===== src/rtl/display_scan_driver.sv =====
// HUB75-style scan driver: reads the front buffer row by row and shifts one BCM
// plane at a time to the panel, latching and lighting each plane for oe_base<<plane cycles.
module display_scan_driver #(
    parameter int rows    = 8,
    parameter int columns = 32,
    parameter int bits    = 8,
    parameter int oe_base = 1
) (
    input  logic                       clk,
    input  logic                       rst,
    input  logic                       enable,
    output logic [$clog2(rows)-1:0]    rrow,
    output logic [$clog2(columns)-1:0] rcol,
    input  logic [23:0]                rdata,
    output logic                       panel_clk,
    output logic                       panel_lat,
    output logic                       panel_oe_n,
    output logic [$clog2(rows)-1:0]    panel_addr,
    output logic                       panel_r,
    output logic                       panel_g,
    output logic                       panel_b,
    output logic                       frame_done
);

    localparam int RW = $clog2(rows);
    localparam int CW = $clog2(columns);
    localparam int PW = (bits > 1) ? $clog2(bits) : 1;
    localparam int SW = $clog2(2 * columns + 1);
    localparam int DW = bits + $clog2(oe_base) + 1;

    typedef enum logic [1:0] {IDLE, SHIFT, LATCH, DISPLAY} state_t;

    state_t          state, state_n;
    logic [SW-1:0]   scnt, scnt_n;
    logic [DW-1:0]   dcnt, dcnt_n, olen;
    logic [RW-1:0]   row, row_n;
    logic [PW-1:0]   plane, plane_n;
    logic [bits-1:0] rch, gch, bch;

    logic [RW-1:0]   rrow_n, addr_n;
    logic [CW-1:0]   rcol_n;
    logic            pclk_n, lat_n, oe_n_n, fd_n;
    logic            r_n, g_n, b_n;

    assign rch = rdata[16 +: bits];
    assign gch = rdata[8 +: bits];
    assign bch = rdata[0 +: bits];

    // Outputs are registered from the next-state values so each output
    // reflects the state/step it belongs to in the same cycle.
    always_comb begin
        state_n = state;
        scnt_n  = scnt;
        dcnt_n  = dcnt;
        row_n   = row;
        plane_n = plane;
        olen    = DW'(oe_base) << plane;

        unique case (state)
            IDLE: begin
                if (enable) begin
                    state_n = SHIFT;
                    scnt_n  = '0;
                    row_n   = '0;
                    plane_n = '0;
                end
            end
            SHIFT: begin
                if (scnt == SW'(2 * columns)) state_n = LATCH;
                else                          scnt_n  = scnt + SW'(1);
            end
            LATCH: begin
                state_n = DISPLAY;
                dcnt_n  = '0;
            end
            DISPLAY: begin
                if (dcnt == olen - DW'(1)) begin
                    scnt_n = '0;
                    if (plane == PW'(bits - 1)) begin
                        plane_n = '0;
                        row_n   = (row == RW'(rows - 1)) ? '0 : row + RW'(1);
                    end else begin
                        plane_n = plane + PW'(1);
                    end
                    if (enable) begin
                        state_n = SHIFT;
                    end else begin
                        state_n = IDLE;
                        row_n   = '0;
                        plane_n = '0;
                    end
                end else begin
                    dcnt_n = dcnt + DW'(1);
                end
            end
            default: state_n = IDLE;
        endcase

        rrow_n = rrow;
        rcol_n = rcol;
        if (state_n == SHIFT && !scnt_n[0] && scnt_n < SW'(2 * columns)) begin
            rrow_n = row_n;
            rcol_n = CW'(scnt_n >> 1);
        end
        pclk_n = (state_n == SHIFT) && !scnt_n[0] && (scnt_n != '0);
        lat_n  = (state_n == LATCH);
        addr_n = (state_n == LATCH) ? row_n : panel_addr;
        oe_n_n = (state_n != DISPLAY);
        fd_n   = (state_n == DISPLAY) && (dcnt_n == olen - DW'(1)) &&
                 (row_n == RW'(rows - 1)) && (plane_n == PW'(bits - 1));

        r_n = panel_r;
        g_n = panel_g;
        b_n = panel_b;
        if (state == SHIFT && scnt[0]) begin
            r_n = rch[plane];
            g_n = gch[plane];
            b_n = bch[plane];
        end
    end

    always_ff @(posedge clk or posedge rst) begin
        if (rst) begin
            state      <= IDLE;
            scnt       <= '0;
            dcnt       <= '0;
            row        <= '0;
            plane      <= '0;
            rrow       <= '0;
            rcol       <= '0;
            panel_clk  <= 1'b0;
            panel_lat  <= 1'b0;
            panel_oe_n <= 1'b1;
            panel_addr <= '0;
            panel_r    <= 1'b0;
            panel_g    <= 1'b0;
            panel_b    <= 1'b0;
            frame_done <= 1'b0;
        end else begin
            state      <= state_n;
            scnt       <= scnt_n;
            dcnt       <= dcnt_n;
            row        <= row_n;
            plane      <= plane_n;
            rrow       <= rrow_n;
            rcol       <= rcol_n;
            panel_clk  <= pclk_n;
            panel_lat  <= lat_n;
            panel_oe_n <= oe_n_n;
            panel_addr <= addr_n;
            panel_r    <= r_n;
            panel_g    <= g_n;
            panel_b    <= b_n;
            frame_done <= fd_n;
        end
    end

endmodule


===== config.mk =====
export PLATFORM = sky130hd
export DESIGN_NAME = display_scan_driver
export DESIGN_NICKNAME = d
export VERILOG_FILES = /design/src/rtl/display_scan_driver.sv
export SDC_FILE = /design/constraint.sdc
export NUM_CORES = 1
export LEC_CHECK = 0
export BUFFER_PORTS_ARGS = -buffer_cell sky130_fd_sc_hd__buf_2
export CAP_MARGIN = 20
export CELL_PAD_IN_SITES_DETAIL_PLACEMENT = 1
export CELL_PAD_IN_SITES_GLOBAL_PLACEMENT = 2
export CORE_ASPECT_RATIO = 1.25
export CORE_MARGIN = 2
export CORE_UTILIZATION = 33
export DETAILED_ROUTE_END_ITERATION = 7
export PLACE_DENSITY_LB_ADDON = 0.08
export REMOVE_ABC_BUFFERS = 1
export SLEW_MARGIN = 0
export SYNTH_ARGS = -nofsm -noshare
export SYNTH_HDL_FRONTEND = slang
export SYNTH_SLANG_ARGS = --single-unit

===== constraint.sdc =====
create_clock -name clk -period 4.4 [get_ports clk]
set_clock_uncertainty 0.2 [all_clocks]
set_input_delay 0.88 -clock clk [delete_from_list [all_inputs] [get_ports clk]]
set_output_delay 0.88 -clock clk [all_outputs]
set_load 0.005 [all_outputs]

# Yosys cells after proc, flatten, opt, wreduce, memory -nomap -nowiden
# Cells that the tools add are included.
# totals
word_cells	75
register_bits	42
output_inout_bits	18
in_bits	27
# op_classes
reduce_logical	10
shifts	1
muxes	28
n_lt_le_gt_ge	2
n_addsub	5
n_eq_ne	14
# op_table
operator	n
$mux 3	9
$mux 7	3
$pmux 7 s3	1
$eq 9x9->1	2
$pmux 9 s2	1
$eq 3x3->1 const B	4
$pmux 3 s2	2
$add 9x1->9 const B	1
$bmux 1 s3	3
$mux 9	1
$shl 1x3->9 const A	1
$sub 9x1->9 const B	1
$eq 2x2->1 const B	4
$pmux 2 s4	1
$add 7x1->7 const B	1
$eq 7x7->1 const B	1
$logic_and 1x1->1	7
$lt 7x7->1 const B	1
$reduce_bool 7->1	1
$add 3x1->3 const B	2
$mux 2	3
$eq 2x1->1 const B	2
$lt 3x4->1 const B	1
$mux 1	4
other kinds (3)	3

# Longest topological paths before layout
# Gate-level depths: netlist (run 1).
# depth
word_depth	9
ltp_mapped	16
ltp_nobuf	13

# Worst setup path before layout (run 1)
# Ideal clock, no wire load.
# synth_path
path_kind	reg2reg
from	reg plane[0]
to	reg frame_done
t_required_ns	4.104
synth_period_minus_slack_ns	4.390
path_slack_ns	0.010
n_path_buf	3
t_arrival_ns	4.095
setup_ns	0.096
path_stages_with_launch	17
cell_sequence	dfrtp_1 -> clkbuf_1 -> inv_1 -> ha_1 -> buf_6 -> nand2b_1 -> ha_1 -> or4b_4 -> a31oi_1 -> nor2_1 -> or3_1 -> buf_6 -> o2111ai_2 -> xnor2_1 -> o32ai_1 -> or4_4 -> nor4_2
# synth_between
elab_chain_len	9
elab_cells_between_ends	25
cone_classes	2 x add/sub; 6 x eq/ne; 1 x shift; 13 x mux; 3 x reduce/logical
# synth_lines
element	line	source
start: declaration	37	logic [PW-1:0] plane, plane_n;
start signal: assignment	144	plane <= plane_n;
$shl 1x3->9	57	olen = DW'(oe_base) << plane;
$sub 9x1->9	77, 109	
$eq 9x9->1	77	if (dcnt == olen - DW'(1)) begin
$mux 9 or $mux 2 (tied branches)	77	
$pmux 9 s2 or $pmux 2 s4 (tied branches)	59	unique case (state)
$eq 9x9->1 or $eq 2x2->1 (tied branches)	109	fd_n = (state_n == DISPLAY) && (dcnt_n == olen - DW'(1)) &&
$logic_and 1x1->1 (2 in a row)	109	
$logic_and 1x1->1 (*)	110	(row_n == RW'(rows - 1)) && (plane_n == PW'(bits - 1));
via fd_n	42	logic pclk_n, lat_n, oe_n_n, fd_n;
end signal: assignment	154	frame_done <= fd_n;
end: declaration	22	output logic frame_done
# Mark *: on every way through the listed nets, which the timed path passes. The rest lies on a longest branch.
# A chain may end at the register's enable or synchronous reset.

# Worst setup path in the final report (run 1)
# layout_path
from	reg plane[1]
to	reg frame_done
# Same word-level chain as after synthesis.

==> tab_implementation.tex, run 1 <==
\begin{tabular}{lr}
\hline
Metric & Value \\
\hline
\multicolumn{2}{l}{\textbf{Outcome}} \\
Result of the run & complete, no violations \\
\multicolumn{2}{l}{\textbf{Routing}} \\
Total via count after detailed routing & 2728 \\
Post-DRT Antenna Nets & 0 \\
Post-detailed-routing wire length & 9580 um \\
TritonRoute pass-1 iters & 4 \\
Number of design rule violations left after detail routing & 0 \\
Number of vias per cell & 5.38 \\
Initial DRC count & 109 \\
Routed length per instance & 18.9 um \\
\multicolumn{2}{l}{\textbf{Placed design}} \\
Placer Congestion & 0.784 \\
I/O Buffers & 44 \\
DP Wirelength & 7520 um \\
Placed Area & 0.00357 mm2 \\
\multicolumn{2}{l}{\textbf{Logic synthesis}} \\
Most common cell in the synthesized netlist & sky130\_fd\_sc\_hd\_\_dfrtp\_1 \\
Predominant post-synthesis flop cell & sky130\_fd\_sc\_hd\_\_dfrtp\_1 \\
Seq/Total Area, Yosys & 0.327 \\
Netlist cell types & 84 \\
Ranking of synthesized cells by instance count & sky130\_fd\_sc\_hd\_\_dfrtp\_1 (41), sky130\_fd\_sc\_hd\_\_nand2\_1 (37), sky130\_fd\_sc\_hd\_\_inv\_1 (21) \\
Cell Area, Synth & 0.00321 mm2 \\
Most area-consuming cells after synthesis & sky130\_fd\_sc\_hd\_\_dfrtp\_1 (32\%), sky130\_fd\_sc\_hd\_\_ha\_1 (6.2\%), sky130\_fd\_sc\_hd\_\_nand2\_1 (4.3\%) \\
Gate count after technology mapping & 332 \\
Count of state elements after synthesis & 42 \\
Total of warnings raised by yosys & 0 \\
Number of enable-type register cells in the synthesized netlist & 0 \\
Largest area contributor in the synthesized netlist & sky130\_fd\_sc\_hd\_\_dfrtp\_1 \\
Post-synth top area share & 0.319 \\
Mapped Avg Cell Area & 9.68 um2 \\
Fraction of registers with async set/reset & 1.00 \\
\multicolumn{2}{l}{\textbf{Worst setup path}} \\
Worst flop-to-flop path startpoint & plane[1] \\
Worst setup EP type & register \\
Required time of the critical path & 4400 ps \\
Data arrival at the endpoint of the critical path & 4190 ps \\
Worst Setup Path Type & reg -> reg \\
Worst reg-to-reg setup slack & 210 ps \\
Worst reg2reg path endpoint & frame\_done \\
R2r worst-path depth & 13 \\
Top fanout value on the critical path & 11 \\
Crit start category & register \\
\multicolumn{2}{l}{\textbf{Clocking}} \\
Maximum level of the CTS H-tree & 2 \\
CTS sink count & 42 \\
CTS buffer count & 5 \\
Clk slew on worst S/H paths & 70 ps \\
Clock latency on the worst-skew pair & 290 ps \\
CTS root buffer & sky130\_fd\_sc\_hd\_\_clkbuf\_16 \\
Clock buffer depth & 2 \\
TritonCTS clock tree & built \\
\multicolumn{2}{l}{\textbf{Layout}} \\
Final nets & 423 \\
Diodes inserted & 0 \\
Final Instance Area & 0.00376 mm2 \\
Layout cell share with drive strength beyond 1 & 0.297 \\
Filler Cell Count & 1111 \\
Synth-to-Final Area Change & 17.0\% \\
\multicolumn{2}{l}{\textbf{Floorplanning}} \\
Full die area & 0.0106 mm2 \\
Starting density of the core & 0.336 \\
Floorplan core area & 0.00956 mm2 \\
Die X-Extent & 92.3 um \\
Count of boundary I/O pins & 45 \\
Total number of placement rows & 40 \\
Vertical die dimension & 114 um \\
\multicolumn{2}{l}{\textbf{Worst hold path}} \\
Worst Min Path Start & rrow[0] \\
Hold Path Class & reg -> reg \\
Hold path cells & 1 \\
Hold Path Sink & rrow[0] \\
\multicolumn{2}{l}{\textbf{Global routing}} \\
Maximum number of pins on one net before global-route repair & 43 \\
Vias in the first global route & 2933 \\
Number of antenna violations at the first check in global routing & 0 \\
Total gr overflow & 0 \\
Overall track demand over capacity in global routing & 0.191 \\
First-pass GRT wire length & 15500 um \\
\multicolumn{2}{l}{\textbf{Job}} \\
Number of violations of the max-capacitance limit & 0 \\
\multicolumn{2}{l}{\textbf{STA}} \\
Setup-failing EPs final & 0 \\
Post-layout min period & 4190 ps \\
Worst max-slew margin expressed relative to the limit & 0.378 \\
Final hold slack & 304 ps \\
Slew @ Worst Pin & 932 ps \\
Unrepaired setup endpoints after global routing & no \\
Max-slew violation total from the final report & 0 \\
Final worst-path cycle share & 0.952 \\
Fmax & 0.239 GHz \\
Setup total negative slack & 0 ps \\
Fin. Hold Viols & 0 \\
\multicolumn{2}{l}{\textbf{Power and ir drop}} \\
Static Leak & 1.69 nW \\
Worst-case vdd ir drop & 0.000219 V \\
Power density over cell area & 330 mW/mm2 \\
Power, Total & 0.00124 W \\
\hline
\end{tabular}
per-layer routing:
layer | vias up | track usage | routed length [um]
li1 | 1321 | - | -
met2 | 34 | 0.358 | 5110
met5 | - | 0 | 0
met1 | 1361 | 0.221 | 4070
met3 | 12 | 0.0276 | 178
met4 | 0 | 0.0667 | 216
registers in the layout (all words and copies together) (netlist names):
register,flops
dcnt,9
scnt,7
rcol,5
panel_addr,3
plane,3
row,3
rrow,3
state,2
frame_done,1
panel_b,1
panel_clk,1
panel_g,1
panel_lat,1
panel_oe_n,1
panel_r,1
metrics by stage:
| step | utilization | setup WS [ps] | instances |
|---|---|---|---|
| 2_1_floorplan | - | 163 | 317 |
| 3_3_place_gp | 0.373 | 139 | 498 |
| 3_5_place_dp | 0.373 | 76.6 | 498 |
| 4_1_cts | 0.389 | 48.5 | 506 |
| 5_1_grt | 0.394 | 2.73 | 507 |
| 6_report | 0.394 | 211 | 507 |
logic make-up after synthesis:
logic type,share of synthesized area
AO/OA/AOI/OAI,0.186
XOR/XNOR,0.0615
adder cells (fa/ha/maj),0.0623
buffers and inverters,0.0572
flip-flops,0.327
multiplexers,0.0997
AND/OR/NAND/NOR,0.206
layout by cell type, fill, tap and decap left out, drive strengths merged, types with 3 or more instances in the layout:
| cell | count |
|---|---|
| or4 | 3 |
| o22ai | 4 |
| a32o | 3 |
| nand2 | 37 |
| a22o | 3 |
| mux4 | 6 |
| nand2b | 7 |
| nand4 | 3 |
| nor3 | 7 |
| o21ai | 17 |
| nor2b | 3 |
| mux2i | 5 |
| o211ai | 4 |
| clkbuf | 5 |
| o31ai | 3 |
| nor4 | 3 |
| or4b | 3 |
| ha | 16 |
| dfrtp | 41 |
| buf | 56 |
| a31oi | 6 |
| nand3 | 10 |
| a21oi | 12 |
| inv | 24 |
| a211oi | 3 |
| mux2 | 12 |
| xnor2 | 15 |
| nor2 | 18 |
| and3 | 6 |
| xor2 | 4 |
where the power goes:
| group | internal (W) | total, W | switching (W) |
|---|---|---|---|
| registers | 0.000431 | 0.000470 | 0.0000388 |
| clock network | 0.000217 | 0.000397 | 0.000180 |
| logic | 0.000158 | 0.000375 | 0.000217 |
| total | 0.000806 | 0.00124 | 0.000436 |
critical path: stages (launching register included):
cell                        delay, ps
sky130_fd_sc_hd__dfrtp_1          380
sky130_fd_sc_hd__buf_4            180
sky130_fd_sc_hd__ha_1             200
sky130_fd_sc_hd__ha_1             300
sky130_fd_sc_hd__or4_1            700
sky130_fd_sc_hd__xnor2_2          230
sky130_fd_sc_hd__nand3_2          120
sky130_fd_sc_hd__nor3_4           420
sky130_fd_sc_hd__buf_12           170
sky130_fd_sc_hd__a2111oi_0        120
sky130_fd_sc_hd__a21oi_1          140
sky130_fd_sc_hd__o22ai_1          120
sky130_fd_sc_hd__or4_4            540
sky130_fd_sc_hd__nor4_2           280
repair_timing:
item | in CTS | in global routing
buffers inserted | 0 | 1
endpoints found under the setup margin | 0 | 12
resized for setup | 0 | 5
hold buffers | 0 | 0
final cells by class:
cell class	instances	area (um2)	share of cell area
Tap cell	126	158	0.0419
Sequential cell	42	1050	0.280
Multi-Input combinational cell	254	2000	0.531
Clock buffer	5	125	0.0333
Timing Repair Buffer	56	323	0.0858
Inverter	21	78.8	0.0210
Clock inverter	3	26.3	0.00698
worst max path at each step:
stage | depth (start not counted) | slack, ps | from | end
CTS | 12 | 50 | plane[1] | frame_done
detailed placement | 12 | 80 | plane[1] | frame_done
global route | 13 | 3 | plane[1] | frame_done
floorplan | 13 | 160 | plane[0] | frame_done
global placement | 12 | 140 | plane[1] | frame_done
finish | 13 | 210 | plane[1] | frame_done
(Power assumes the default switching activity.)
==> run 2, diff against run 1 <==
Settings changed: CORE_UTILIZATION 33 to 34, CTS_BUF_LIST set to sky130_fd_sc_hd__clkbuf_8.
==> tab_implementation.tex, run 2 (same netlist as run 1, synthesis figures left out) <==
\begin{tabular}{lr}
\hline
Metric & Value \\
\hline
\multicolumn{2}{l}{\textbf{STA}} \\
Slew @ Worst Pin & 951 ps (was 932 ps) \\
Setup total negative slack & 0 ps (unchanged) \\
Max-slew violation total from the final report & 0 (unchanged) \\
Final hold slack & 306 ps (was 304 ps) \\
Fin. Hold Viols & 0 (unchanged) \\
Final worst-path cycle share & 0.924 (was 0.952) \\
Worst max-slew margin expressed relative to the limit & 0.365 (was 0.378) \\
Unrepaired setup endpoints after global routing & no (unchanged) \\
Setup slack after layout & 337 ps (was 211 ps) \\
Setup-failing EPs final & 0 (unchanged) \\
Fmax & 0.246 GHz (was 0.239 GHz) \\
Post-layout min period & 4060 ps (was 4190 ps) \\
\multicolumn{2}{l}{\textbf{Global routing}} \\
Number of antenna violations at the first check in global routing & 0 (unchanged) \\
Total gr overflow & 0 (unchanged) \\
First-pass GRT wire length & 15300 um (was 15500 um) \\
Vias in the first global route & 2850 (was 2933) \\
Maximum number of pins on one net before global-route repair & 43 (unchanged) \\
Overall track demand over capacity in global routing & 0.191 (about the same) \\
\multicolumn{2}{l}{\textbf{Worst hold path}} \\
Hold Path Sink & panel\_addr[0] (was rrow[0]) \\
Hold Path Class & reg -> reg (unchanged) \\
Hold path cells & 1 (unchanged) \\
Worst Min Path Start & panel\_addr[0] (was rrow[0]) \\
\multicolumn{2}{l}{\textbf{Layout}} \\
Final nets & 426 (was 423) \\
Register name with the most flops & dcnt (unchanged) \\
Synth-to-Final Area Change & 16.0\% (was 17.0\%) \\
Diodes inserted & 0 (unchanged) \\
Layout cell share with drive strength beyond 1 & 0.297 (about the same) \\
Final core utilization & 0.406 (was 0.394) \\
Max reg flops & 9 (unchanged) \\
Commonest non-fill, non-tap cell in the layout & sky130\_fd\_sc\_hd\_\_buf\_2 (unchanged) \\
Commonest non-fill, non-tap cells in the layout & sky130\_fd\_sc\_hd\_\_buf\_2 (44), sky130\_fd\_sc\_hd\_\_dfrtp\_1 (41), sky130\_fd\_sc\_hd\_\_nand2\_1 (37) (unchanged) \\
Biggest regs & dcnt x9, scnt x7, rcol x5 (unchanged) \\
\multicolumn{2}{l}{\textbf{Worst setup path}} \\
Worst Setup Path Type & reg -> reg (unchanged) \\
Largest stage delay on the critical path & 630 ps (was 700 ps) \\
CP max stage cell & sky130\_fd\_sc\_hd\_\_or4\_4 (was sky130\_fd\_sc\_hd\_\_or4\_1) \\
Cells along the critical path & ha\_1 > ha\_1 > or4\_4 > xnor2\_2 > nand3\_2 > or3\_1 > o2111ai\_2 > xnor2\_1 > o32ai\_1 > or4\_4 > nor4\_2 (was buf\_4 > ha\_1 > ha\_1 > or4\_1 > xnor2\_2 > nand3\_2 > nor3\_4 > buf\_12 > a2111oi\_0 > a21oi\_1 > o22ai\_1 > or4\_4 > nor4\_2) \\
Worst reg-to-reg setup slack & 340 ps (was 210 ps) \\
Crit start category & register (unchanged) \\
Data arrival at the endpoint of the critical path & 4090 ps (was 4190 ps) \\
Top fanout value on the critical path & 11 (unchanged) \\
Worst setup EP type & register (unchanged) \\
Worst flop-to-flop path startpoint & plane[0] (was plane[1]) \\
Required time of the critical path & 4430 ps (was 4400 ps) \\
R2r worst-path depth & 11 (was 13) \\
Worst reg2reg path endpoint & frame\_done (unchanged) \\
\multicolumn{2}{l}{\textbf{Routing}} \\
Post-DRT Antenna Nets & 0 (unchanged) \\
Initial DRC count & 149 (was 109) \\
Routed length per instance & 18.9 um (about the same) \\
TritonRoute pass-1 iters & 4 (unchanged) \\
Number of design rule violations left after detail routing & 0 (unchanged) \\
Post-detailed-routing wire length & 9570 um (was 9580 um) \\
Total via count after detailed routing & 2742 (was 2728) \\
Number of vias per cell & 5.41 (was 5.38) \\
\multicolumn{2}{l}{\textbf{Outcome}} \\
Result of the run & complete, no violations (unchanged) \\
\multicolumn{2}{l}{\textbf{Placed design}} \\
Placer Congestion & 0.776 (was 0.784) \\
Post-place setup slack & 285 ps (was 76.6 ps) \\
DP Wirelength & 7410 um (was 7520 um) \\
I/O Buffers & 44 (unchanged) \\
\multicolumn{2}{l}{\textbf{Floorplanning}} \\
Count of boundary I/O pins & 45 (unchanged) \\
Die X-Extent & 91.0 um (was 92.3 um) \\
Vertical die dimension & 113 um (was 114 um) \\
Full die area & 0.0103 mm2 (was 0.0106 mm2) \\
Floorplan core area & 0.00917 mm2 (was 0.00956 mm2) \\
Starting density of the core & 0.350 (was 0.336) \\
Total number of placement rows & 39 (was 40) \\
\multicolumn{2}{l}{\textbf{Clocking}} \\
CTS sink count & 42 (unchanged) \\
CTS buffer count & 5 (unchanged) \\
TritonCTS clock tree & built (unchanged) \\
Clk slew on worst S/H paths & 90 ps (was 70 ps) \\
Clock latency on the worst-skew pair & 310 ps (was 290 ps) \\
Maximum level of the CTS H-tree & 2 (unchanged) \\
CTS root buffer & sky130\_fd\_sc\_hd\_\_clkbuf\_8 (was sky130\_fd\_sc\_hd\_\_clkbuf\_16) \\
Clock buffer depth & 2 (unchanged) \\
Hold Buf Count CTS & 0 (unchanged) \\
\multicolumn{2}{l}{\textbf{Job}} \\
Number of violations of the max-capacitance limit & 0 (unchanged) \\
\multicolumn{2}{l}{\textbf{Power and ir drop}} \\
Power density over cell area & 311 mW/mm2 (was 330 mW/mm2) \\
Static Leak & 1.69 nW (about the same) \\
Power, Total & 0.00116 W (was 0.00124 W) \\
Worst-case vdd ir drop & 0.000228 V (was 0.000219 V) \\
\hline
\end{tabular}
run 2: changes by cell type in the layout (fill, tap and decap cells not counted), sizes merged:
cell,delta
clkinvlp,+2
buf,+3
bufinv,+1
inv,-3
run 2: worst max-delay path by stage:
stage,from,to,cells after the start
2_1_floorplan,plane[0],frame_done,13
3_3_place_gp,plane[0],frame_done,11
3_5_place_dp,plane[0],frame_done,11
4_1_cts,plane[0],frame_done,14
5_1_grt,plane[2],frame_done,11
6_report,plane[0],frame_done,11
run 2: layer usage:
| metal | part of all wire | track usage | up-vias | routed length, um |
|---|---|---|---|---|
| li1 | - | - | 1325 | - |
| met1 | 0.43 | 0.229 | 1376 | 4120 |
| met2 | 0.54 | 0.360 | 35 | 5170 |
| met3 | 0.019 | 0.0280 | 6 | 180 |
| met4 | 0.010 | 0.0424 | 0 | 99 |
| met5 | 0 | 0 | - | 0 |
run 2: power breakdown:
part	switching (W)	internal, W
clock	0.000152	0.000169
sequential	0.0000378	0.000431
combinational	0.000213	0.000158
run 2: timing repair:
action | in CTS | in global routing
resized for setup | 0 | 5
setup endpoints to repair | 0 | 13
setup buffers | 0 | 1
run 2: layout make-up:
cell class / instances / area (um2)
inverters: 21 / 78.8
clock buffers: 5 / 68.8
repair buffers: 59 / 333
fillers: 1106 / 5450
well taps: 123 / 154
flip-flops and latches: 42 / 1050
multi-input cells: 254 / 2000
clock inverters: 3 / 45.0
run 2: critical path: cells and delay by family (launching register included):
family	cells	cell delay, ps
AND/OR/NAND/NOR	5	1990
adder cells (fa/ha/maj)	2	540
AO/OA/AOI/OAI	2	460
flip-flops	1	440
XOR/XNOR	2	340
run 2: metrics by stage:
step / cell area (um2) / std cells
global route: 3730 / 507
CTS: 3700 / 506
global placement: 3590 / 498
floorplan: 3110 / 317
finish: 3730 / 507
detailed placement: 3590 / 498
==> run 3, diff against run 2 <==
Settings changed: ABC_AREA set to 1, CORE_UTILIZATION 34 to 30.
==> tab_implementation.tex, run 3 <==
\begin{tabular}{lr}
\hline
Metric & Value \\
\hline
\multicolumn{2}{l}{\textbf{Clocking}} \\
Clock buffer depth & 2 (unchanged) \\
Clk slew on worst S/H paths & 100 ps (was 90 ps) \\
CTS root buffer & sky130\_fd\_sc\_hd\_\_clkbuf\_8 (unchanged) \\
Maximum level of the CTS H-tree & 2 (unchanged) \\
CTS buffer count & 5 (unchanged) \\
TritonCTS clock tree & built (unchanged) \\
CTS sink count & 42 (unchanged) \\
Clock latency on the worst-skew pair & 320 ps (was 310 ps) \\
\multicolumn{2}{l}{\textbf{STA}} \\
Setup slack after layout & 480 ps (was 337 ps) \\
Fin. Hold Viols & 0 (unchanged) \\
Setup-failing EPs final & 0 (unchanged) \\
Final hold slack & 262 ps (was 306 ps) \\
Final worst-path cycle share & 0.891 (was 0.924) \\
Max-slew violation total from the final report & 0 (unchanged) \\
Slew @ Worst Pin & 621 ps (was 951 ps) \\
Setup total negative slack & 0 ps (unchanged) \\
Fmax & 0.255 GHz (was 0.246 GHz) \\
Post-layout min period & 3920 ps (was 4060 ps) \\
Unrepaired setup endpoints after global routing & no (unchanged) \\
Worst max-slew margin expressed relative to the limit & 0.586 (was 0.365) \\
\multicolumn{2}{l}{\textbf{Worst setup path}} \\
Required time of the critical path & 4400 ps (was 4430 ps) \\
Worst setup EP type & register (unchanged) \\
Worst reg2reg path endpoint & rcol[1] (was frame\_done) \\
Worst reg-to-reg setup slack & 480 ps (was 340 ps) \\
Data arrival at the endpoint of the critical path & 3920 ps (was 4090 ps) \\
Crit start category & register (unchanged) \\
Top fanout value on the critical path & 20 (was 11) \\
Worst flop-to-flop path startpoint & plane[1] (was plane[0]) \\
R2r worst-path depth & 22 (was 11) \\
Worst Setup Path Type & reg -> reg (unchanged) \\
\multicolumn{2}{l}{\textbf{Power and ir drop}} \\
Worst-case vdd ir drop & 0.000123 V (was 0.000228 V) \\
Static Leak & 1.95 nW (was 1.69 nW) \\
Power density over cell area & 390 mW/mm2 (was 311 mW/mm2) \\
\multicolumn{2}{l}{\textbf{Layout}} \\
Register name with the most flops & dcnt (unchanged) \\
Max reg flops & 9 (unchanged) \\
Filler Cell Count & 1357 (was 1106) \\
Register area & 0.00105 mm2 (about the same) \\
Synth-to-Final Area Change & 15.2\% (was 16.0\%) \\
Footprint of the multi-input gates & 0.00194 mm2 (was 0.00200 mm2) \\
Diodes inserted & 0 (unchanged) \\
Commonest non-fill, non-tap cells in the layout & sky130\_fd\_sc\_hd\_\_nand2\_1 (124), sky130\_fd\_sc\_hd\_\_nand3\_1 (57), sky130\_fd\_sc\_hd\_\_inv\_1 (54) (was sky130\_fd\_sc\_hd\_\_buf\_2 (44), sky130\_fd\_sc\_hd\_\_dfrtp\_1 (41), sky130\_fd\_sc\_hd\_\_nand2\_1 (37)) \\
Biggest regs & dcnt x9, scnt x7, rcol x5 (unchanged) \\
Layout cell share with drive strength beyond 1 & 0.205 (was 0.297) \\
Commonest non-fill, non-tap cell in the layout & sky130\_fd\_sc\_hd\_\_nand2\_1 (was sky130\_fd\_sc\_hd\_\_buf\_2) \\
Final nets & 559 (was 426) \\
\multicolumn{2}{l}{\textbf{Routing}} \\
Post-DRT Antenna Nets & 0 (unchanged) \\
TritonRoute pass-1 iters & 4 (unchanged) \\
Post-detailed-routing wire length & 10500 um (was 9570 um) \\
Number of vias per cell & 4.89 (was 5.41) \\
Number of design rule violations left after detail routing & 0 (unchanged) \\
Total via count after detailed routing & 3172 (was 2742) \\
Routed length per instance & 16.2 um (was 18.9 um) \\
Initial DRC count & 115 (was 149) \\
\multicolumn{2}{l}{\textbf{Floorplanning}} \\
Floorplan core area & 0.0106 mm2 (was 0.00917 mm2) \\
Vertical die dimension & 121 um (was 113 um) \\
Total number of placement rows & 42 (was 39) \\
Count of boundary I/O pins & 45 (unchanged) \\
Starting density of the core & 0.308 (was 0.350) \\
Die X-Extent & 97.4 um (was 91.0 um) \\
Full die area & 0.0118 mm2 (was 0.0103 mm2) \\
\multicolumn{2}{l}{\textbf{Job}} \\
Number of violations of the max-capacitance limit & 0 (unchanged) \\
\multicolumn{2}{l}{\textbf{Global routing}} \\
Vias in the first global route & 3407 (was 2850) \\
Number of antenna violations at the first check in global routing & 0 (unchanged) \\
Overall track demand over capacity in global routing & 0.185 (was 0.191) \\
First-pass GRT wire length & 17200 um (was 15300 um) \\
Total gr overflow & 0 (unchanged) \\
Maximum number of pins on one net before global-route repair & 43 (unchanged) \\
\multicolumn{2}{l}{\textbf{Placed design}} \\
I/O Buffers & 44 (unchanged) \\
Post-place setup slack & 352 ps (was 285 ps) \\
DP Wirelength & 8420 um (was 7410 um) \\
Placer Congestion & 0.846 (was 0.776) \\
\multicolumn{2}{l}{\textbf{Logic synthesis}} \\
Cell Area, Synth & 0.00327 mm2 (was 0.00321 mm2) \\
Netlist cell types & 38 (was 84) \\
Mapped Avg Cell Area & 7.05 um2 (was 9.68 um2) \\
Most common cell in the synthesized netlist & sky130\_fd\_sc\_hd\_\_nand2\_1 (was sky130\_fd\_sc\_hd\_\_dfrtp\_1) \\
Predominant post-synthesis flop cell & sky130\_fd\_sc\_hd\_\_dfrtp\_1 (unchanged) \\
Seq/Total Area, Yosys & 0.321 (was 0.327) \\
Total of warnings raised by yosys & 0 (unchanged) \\
Gate count after technology mapping & 464 (was 332) \\
Most area-consuming cells after synthesis & sky130\_fd\_sc\_hd\_\_dfrtp\_1 (31\%), sky130\_fd\_sc\_hd\_\_nand2\_1 (14\%), sky130\_fd\_sc\_hd\_\_nand3\_1 (8.7\%) (was sky130\_fd\_sc\_hd\_\_dfrtp\_1 (32\%), sky130\_fd\_sc\_hd\_\_ha\_1 (6.2\%), sky130\_fd\_sc\_hd\_\_nand2\_1 (4.3\%)) \\
Post-synth top area share & 0.313 (was 0.319) \\
Fraction of registers with async set/reset & 1.00 (unchanged) \\
Ranking of synthesized cells by instance count & sky130\_fd\_sc\_hd\_\_nand2\_1 (124), sky130\_fd\_sc\_hd\_\_nand3\_1 (57), sky130\_fd\_sc\_hd\_\_inv\_1 (55) (was sky130\_fd\_sc\_hd\_\_dfrtp\_1 (41), sky130\_fd\_sc\_hd\_\_nand2\_1 (37), sky130\_fd\_sc\_hd\_\_inv\_1 (21)) \\
Count of state elements after synthesis & 42 (unchanged) \\
Number of enable-type register cells in the synthesized netlist & 0 (unchanged) \\
Largest area contributor in the synthesized netlist & sky130\_fd\_sc\_hd\_\_dfrtp\_1 (unchanged) \\
\multicolumn{2}{l}{\textbf{Outcome}} \\
Result of the run & complete, no violations (unchanged) \\
\multicolumn{2}{l}{\textbf{Worst hold path}} \\
Hold Path Class & in -> async (was reg -> reg) \\
\hline
\end{tabular}
==> run 3: cell count changes in the layout (fill, tap and decap cells not counted), sizes merged, moves of 6 or more <==
cell / previous run / this run
inv: 21 / 61
o21ai: 17 / 32
nor2: 18 / 57
mux2: 12 / 0
nand2: 37 / 138
a31oi: 6 / 0
nand2b: 7 / 0
xnor2: 15 / 1
mux4: 6 / 0
buf: 59 / 52
nand3: 10 / 63
==> run 3: logic make-up (layout without fill, tap and decap cells) <==
group           Yosys count  count (layout)  synth area share
simple gates            274             274             0.400
flops                    42              42             0.321
fa+ha+maj                16              16            0.0612
compound gates           57              57             0.111
buf+inv                  68             121            0.0879
xor+xnor                  7               7            0.0187
==> run 3: cell type report <==
cell class | instances | area share
clock buffers | 5 | 0.0182
well taps | 132 | 0.0438
flip-flops and latches | 42 | 0.279
inverters | 61 | 0.0614
clock inverters | 3 | 0.00630
repair buffers | 52 | 0.0776
multi-input cells | 354 | 0.513
==> run 3: worst max path at each step <==
stage	from	to	slack, ps	cells after the start
2_1_floorplan	plane[0]	rcol[1]	850	18
3_3_place_gp	plane[1]	rrow[0]	520	21
3_5_place_dp	plane[1]	rrow[0]	350	21
4_1_cts	plane[1]	rrow[0]	340	21
5_1_grt	plane[1]	rcol[1]	30	22
6_report	plane[1]	rcol[1]	480	22
==> run 3: repair_timing <==
| action | in CTS | in global routing |
|---|---|---|
| hold endpoints to repair | 0 | 0 |
| resized for setup | 0 | 2 |
| buffers inserted | 0 | 0 |
| endpoints found under the setup margin | 0 | 8 |
| hold buffers | 0 | 0 |
==> run 3: report_power, final <==
part | total (W) | internal [W] | switching, W
Clock | 0.000276 | 0.000114 | 0.000162
Combinational | 0.000692 | 0.000244 | 0.000448
Sequential | 0.000504 | 0.000445 | 0.0000588
==> run 3: critical path: stages, from the launching register on <==
cell and delay (ps):
sky130_fd_sc_hd__dfrtp_2 470, sky130_fd_sc_hd__inv_1 240, sky130_fd_sc_hd__ha_2 330, sky130_fd_sc_hd__nand2_4 110
sky130_fd_sc_hd__ha_1 260, sky130_fd_sc_hd__inv_1 110, sky130_fd_sc_hd__nor2_1 50, sky130_fd_sc_hd__nand3_1 90
sky130_fd_sc_hd__nand2_1 90, sky130_fd_sc_hd__nand2_1 70, sky130_fd_sc_hd__nand2_1 40, sky130_fd_sc_hd__nor2_1 170
sky130_fd_sc_hd__nand2_2 110, sky130_fd_sc_hd__nor2_8 170, sky130_fd_sc_hd__nand2_4 180, sky130_fd_sc_hd__nand2_1 150
sky130_fd_sc_hd__nand3_2 170, sky130_fd_sc_hd__nand2_1 100, sky130_fd_sc_hd__o21ai_1 110, sky130_fd_sc_hd__nor2_4 160
sky130_fd_sc_hd__nand2_2 220, sky130_fd_sc_hd__nand2_1 140, sky130_fd_sc_hd__o21ai_2 60
==> run 3: stage by stage <==
step	utilization	total power, W	cells	area, um2
after floorplan	-	0.000983	457	3220
after global placement	0.344	0.00120	640	3650
after detailed placement	0.344	0.00121	640	3650
after CTS	0.353	0.00150	648	3750
after global routing	0.355	0.00160	649	3770
final	0.355	0.00147	649	3770
==> run 3: routing by layer <==
layer / global-route usage / wire length [um]
met1: 0.199 / 4290
met2: 0.368 / 5850
met3: 0.0225 / 165
met4: 0.0625 / 221
met5: 0 / 0
